==> src/rtl/acc_register_stack.sv <==
// Accumulator register with status flags and a DEPTH-entry save/restore stack.
// Optional build macro ACC_STACK_SAT_EN: INC/DEC saturate instead of wrapping.
module acc_register_stack #(
   parameter int WIDTH = 8,
   parameter int DEPTH = 4,
   localparam int CW = $clog2(DEPTH + 1)
) (
   input  logic             clock,
   input  logic             reset,
   input  logic [WIDTH-1:0] d,
   input  logic [2:0]       op,
   input  logic             push,
   input  logic             pop,
   input  logic             err_clr,
   output logic [WIDTH-1:0] q,
   output logic             carry,
   output logic             zero,
   output logic             negative,
   output logic [CW-1:0]    count,
   output logic             full,
   output logic             empty,
   output logic             overflow,
   output logic             underflow
);

   localparam int AW = (DEPTH > 1) ? $clog2(DEPTH) : 1;

   typedef enum logic [2:0] {
      OP_HOLD  = 3'b000,
      OP_LOAD  = 3'b001,
      OP_CLEAR = 3'b010,
      OP_SET   = 3'b011,
      OP_INC   = 3'b100,
      OP_DEC   = 3'b101,
      OP_SHL   = 3'b110,
      OP_SHR   = 3'b111
   } op_t;

   logic [WIDTH-1:0] mem [DEPTH];
   logic [WIDTH-1:0] op_q;
   logic             op_c;
   logic [WIDTH:0]   inc_sum;
   logic [WIDTH:0]   dec_diff;
   logic [CW-1:0]    count_m1;
   logic [AW-1:0]    wr_idx;
   logic [AW-1:0]    top_idx;

   assign zero     = (q == '0);
   assign negative = q[WIDTH-1];
   assign full     = (count == CW'(DEPTH));
   assign empty    = (count == '0);

   assign count_m1 = count - CW'(1);
   assign wr_idx   = count[AW-1:0];
   assign top_idx  = count_m1[AW-1:0];

   // Extra MSB holds the carry out of INC and the borrow out of DEC.
   assign inc_sum  = {1'b0, q} + (WIDTH+1)'(1);
   assign dec_diff = {1'b0, q} - (WIDTH+1)'(1);

   always_comb begin
      op_q = q;
      op_c = carry;
      case (op_t'(op))
         OP_HOLD:  begin op_q = q;          op_c = carry;    end
         OP_LOAD:  begin op_q = d;          op_c = 1'b0;     end
         OP_CLEAR: begin op_q = '0;         op_c = 1'b0;     end
         OP_SET:   begin op_q = '1;         op_c = 1'b0;     end
`ifdef ACC_STACK_SAT_EN
         OP_INC: begin
            op_q = (&q) ? q : inc_sum[WIDTH-1:0];
            op_c = inc_sum[WIDTH];
         end
         OP_DEC: begin
            op_q = (q == '0) ? q : dec_diff[WIDTH-1:0];
            op_c = dec_diff[WIDTH];
         end
`else
         OP_INC:   begin op_q = inc_sum[WIDTH-1:0];  op_c = inc_sum[WIDTH];  end
         OP_DEC:   begin op_q = dec_diff[WIDTH-1:0]; op_c = dec_diff[WIDTH]; end
`endif
         OP_SHL:   begin op_q = {q[WIDTH-2:0], 1'b0}; op_c = q[WIDTH-1]; end
         OP_SHR:   begin op_q = {1'b0, q[WIDTH-1:1]}; op_c = q[0];       end
         default:  begin op_q = q;          op_c = carry;    end
      endcase
   end

   // pop has priority over op; push+pop on a non-empty stack swaps q with the top entry.
   always_ff @(posedge clock or posedge reset) begin
      if (reset) begin
         q         <= '0;
         carry     <= 1'b0;
         count     <= '0;
         overflow  <= 1'b0;
         underflow <= 1'b0;
      end else begin
         if (err_clr) begin
            overflow  <= 1'b0;
            underflow <= 1'b0;
         end
         if (pop) begin
            if (empty) begin
               underflow <= 1'b1;
            end else begin
               q <= mem[top_idx];
               if (!push) count <= count_m1;
            end
         end else begin
            q     <= op_q;
            carry <= op_c;
            if (push) begin
               if (full) overflow <= 1'b1;
               else      count    <= count + CW'(1);
            end
         end
      end
   end

   // Stack storage is intentionally not reset.
   always_ff @(posedge clock) begin
      if (push && pop && !empty) begin
         mem[top_idx] <= q;
      end else if (push && !pop && !full) begin
         mem[wr_idx] <= q;
      end
   end

endmodule
==> config.mk <==
export PLATFORM = sky130hd
export DESIGN_NAME = acc_register_stack
export DESIGN_NICKNAME = d
export VERILOG_FILES = /design/src/rtl/acc_register_stack.sv
export SDC_FILE = /design/constraint.sdc
export NUM_CORES = 1
export LEC_CHECK = 0
export CORE_MARGIN = 8
export CORE_UTILIZATION = 55
export DETAILED_ROUTE_END_ITERATION = 10
export PLACE_DENSITY_LB_ADDON = 0.1
export RECOVER_POWER = 25
export SLEW_MARGIN = 20
export SYNTH_ARGS = -nofsm -noshare
export SYNTH_HDL_FRONTEND = slang
export SYNTH_SLANG_ARGS = --single-unit
==> constraint.sdc <==
create_clock -name clock -period 2.7 [get_ports clock]
set_input_delay 0.81 -clock clock [delete_from_list [all_inputs] [get_ports clock]]
set_output_delay 0.81 -clock clock [all_outputs]
set_load 0.03 [all_outputs]
==> flow_metrics.py <==
metrics = {
    "global_routing": {
        "globalRouteTotalUtil": 0.193,
        "grt_max_degree": 16,
        "antenna_found_initial": 0,
        "grt_first_pass_wirelength_mm": 11.1,
        "grt_pass1_vias": 2204,
        "overflow": 0,
    },
    "worst_setup_path": {
        "arrival_ps": 1830,
        "crit_path_start_kind": "flip-flop",
        "endpoint_kind": "primary output",
        "worstSetupPathType": "flip-flop to primary output",
        "cp_top_family": "simple AND/OR/NAND/NOR gates",
        "crit_buf_inv": 1,
        "cp_max_fo": 12,
        "critPathRequiredTime_ps": 1890,
        "cpPeakStageDelay_ps": 560,
        "crit_path_cell_trace": "or4_4 > nor3_2 > buf_4",
        "critPathSlowestCell": "or4_4",
    },
    "place": {
        "io_buffers": 33,
        "gp_congestion": 0.949,
        "post-place-ws_ps": -12.2,
        "place_hpwl_mm": 5.04,
    },
    "clock_network": {
        "cts_sinks": 46,
        "cts-root-buf": "clkbuf_8",
        "hold_buffers": 0,
        "cts_tree": "done",
        "cts_made_buffers": 5,
        "post-cts-setup-buffers": 0,
        "cts_resized": 2,
        "worstSkewPairLatency_ps": 310,
        "cts.path.max_buffers": 2,
        "h-tree-depth": 2,
        "clk_pin_slew_worst_paths_ps": 90,
    },
    "flow_run": {
        "cap_violations": 0,
    },
    "power_and_ir_drop": {
        "peakVddDrop_v": 0.000657,
        "p_per_area_nw_per_um2": 1090,
        "p_int_w": 0.00207,
        "power_switching_share": 0.417,
        "seqPwrFrac": 0.346,
        "clockPowerShare": 0.120,
        "switchingPower_w": 0.00148,
        "power_frac_comb": 0.534,
        "leakage_nw": 1.24,
    },
    "floorplan": {
        "initial_core_util": 0.565,
        "die_area_um2": 7250,
        "row_count": 25,
        "ios": 34,
        "die_height_um": 85.2,
        "die_w_um": 85.2,
        "coreArea_um2": 4660,
    },
    "final_layout": {
        "nNetsFinal": 315,
        "area_growth_pct": 24.6,
        "drive_gt1_frac": 0.193,
        "antennaDiodeCount": 0,
        "multi_input_area_um2": 1200,
        "postLayoutCoreUtil": 0.704,
        "nFillCells": 366,
        "regArea_um2": 1310,
    },
    "detailed_routing": {
        "avgRoutedWirePerCell_um": 19.3,
        "vias": 2228,
        "firstDrtPassIters": 5,
        "drc_errors": 0,
        "drtIter0Drc": 167,
        "ant_nets": 0,
        "wl_mm": 6.74,
        "vias_per_cell": 6.38,
    },
    "yosys": {
        "yosysSeqAreaShare": 0.498,
        "yosysMostFrequentCell": "edfxtp_1",
        "synthTopCellsByCount": "32 x edfxtp_1, 18 x nand2_1, 18 x o21ai_0, 15 x nor2_1, 14 x dfrtp_1",
        "async_reset_ff_frac": 0.304,
        "syn-cell-area_um2": 2630,
        "syn_avg_cell_area_um2": 11.1,
        "yosysTopAreaCellShare": 0.365,
        "synthCells": 238,
        "ys.flop_type": "edfxtp_1",
        "synth_area_leaders": "edfxtp_1 37%, dfrtp_1 13%, mux4_2 6.8%",
        "ys_types": 58,
        "synth_seq_cells": 46,
        "ys.warnings.count": 0,
        "yosysTopAreaCell": "edfxtp_1",
        "syn-num-nets": 259,
        "synth_edf_count": 32,
    },
    "worst_hold_path": {
        "hold_path.class": "flip-flop to flip-flop",
    },
    "sta": {
        "setup_slack_ps": 55.4,
        "setup_viol": 0,
        "hold_violations": 0,
        "slew-limit-headroom": 0.613,
        "finClkSkew_ps": 11.6,
        "finalCritPeriodShare": 0.979,
        "grt_setup_unrepaired": "false",
        "fmaxAchievable_mhz": 378,
        "post-route-min-period_ps": 2640,
        "slew_viol_final": 0,
        "max_slew.worst_pin.slew_ps": 580,
    },
    "status": {
        "status": "finished, final reports clean",
    },
}
## layer usage
| metal | GRT usage | share of wire |
|---|---|---|
| met1 | 0.263 | 0.45 |
| met2 | 0.306 | 0.48 |
| met4 | 0.0534 | 0.012 |
| met3 | 0.0347 | 0.053 |
| met5 | 0 | 0 |
## power groups by stage
stage	clock (W)	sequential [W]	combinational, W
2_1_floorplan	0	0.00143	0.000976
3_3_place_gp	0	0.00124	0.00188
3_5_place_dp	0	0.00125	0.00192
4_1_cts	0.000432	0.00123	0.00191
5_1_grt	0.000448	0.00126	0.00206
6_report	0.000427	0.00123	0.00190
## cells by family after synthesis
logic type	synth area share
flops	0.498
compound gates	0.185
fa+ha+maj	0.0238
buf+inv	0.0490
xor+xnor	0.0133
mux	0.0766
simple gates	0.154
## worst paths after layout
kind | slack, ps | end | cells after the start | from
worst max register to register | 490 | q[5]$_DFFE_PP0P_ | 6 | q[1]$_DFFE_PP0P_
worst min register to register | 500 | overflow$_DFF_PP0_ | 1 | overflow$_DFF_PP0_
max in group asynchronous | 1450 | q[2]$_DFFE_PP0P_ | 2 | reset
worst max-delay path | 60 | zero | 3 | q[5]$_DFFE_PP0P_
worst min-delay path | 500 | overflow$_DFF_PP0_ | 1 | overflow$_DFF_PP0_
min in group asynchronous | 860 | carry$_DFFE_PP0P_ | 2 | reset
## through the flow
stage               area [um2]  total power [W]  hold slack [ps]  TNS, ps  std cells
detailed placement        3200          0.00317              490    -12.6        341
finish                    3280          0.00356              500        0        349
CTS                       3280          0.00357              510        0        349
floorplan                 2640          0.00241              665        0        238
global placement          3200          0.00313              474        0        341
global route              3280          0.00377              532        0        349
## flip-flops by register name, indices dropped and copies added (netlist names)
signal     count
carry          1
count          3
underflow      1
overflow       1
mem           32
q              8
## cell type report
type	instances	area share
clock buffers	5	0.0210
clock inverters	3	0.00649
inverters	12	0.0137
multi-input cells	163	0.365
flip-flops and latches	46	0.400
well taps	54	0.0206
repair buffers	66	0.174
## layout by cell type, fill, tap and decap left out, drive strengths merged, types with 5 or more instances in the layout
cell type,n
a21oi,9
buf,33
clkbuf,6
clkdlybuf4s50,30
dfrtp,14
edfxtp,32
ha,5
inv,12
mux4,8
nand2,18
nand2b,8
nor2,15
nor3,5
o21ai,19
(Power assumes the default switching activity.)
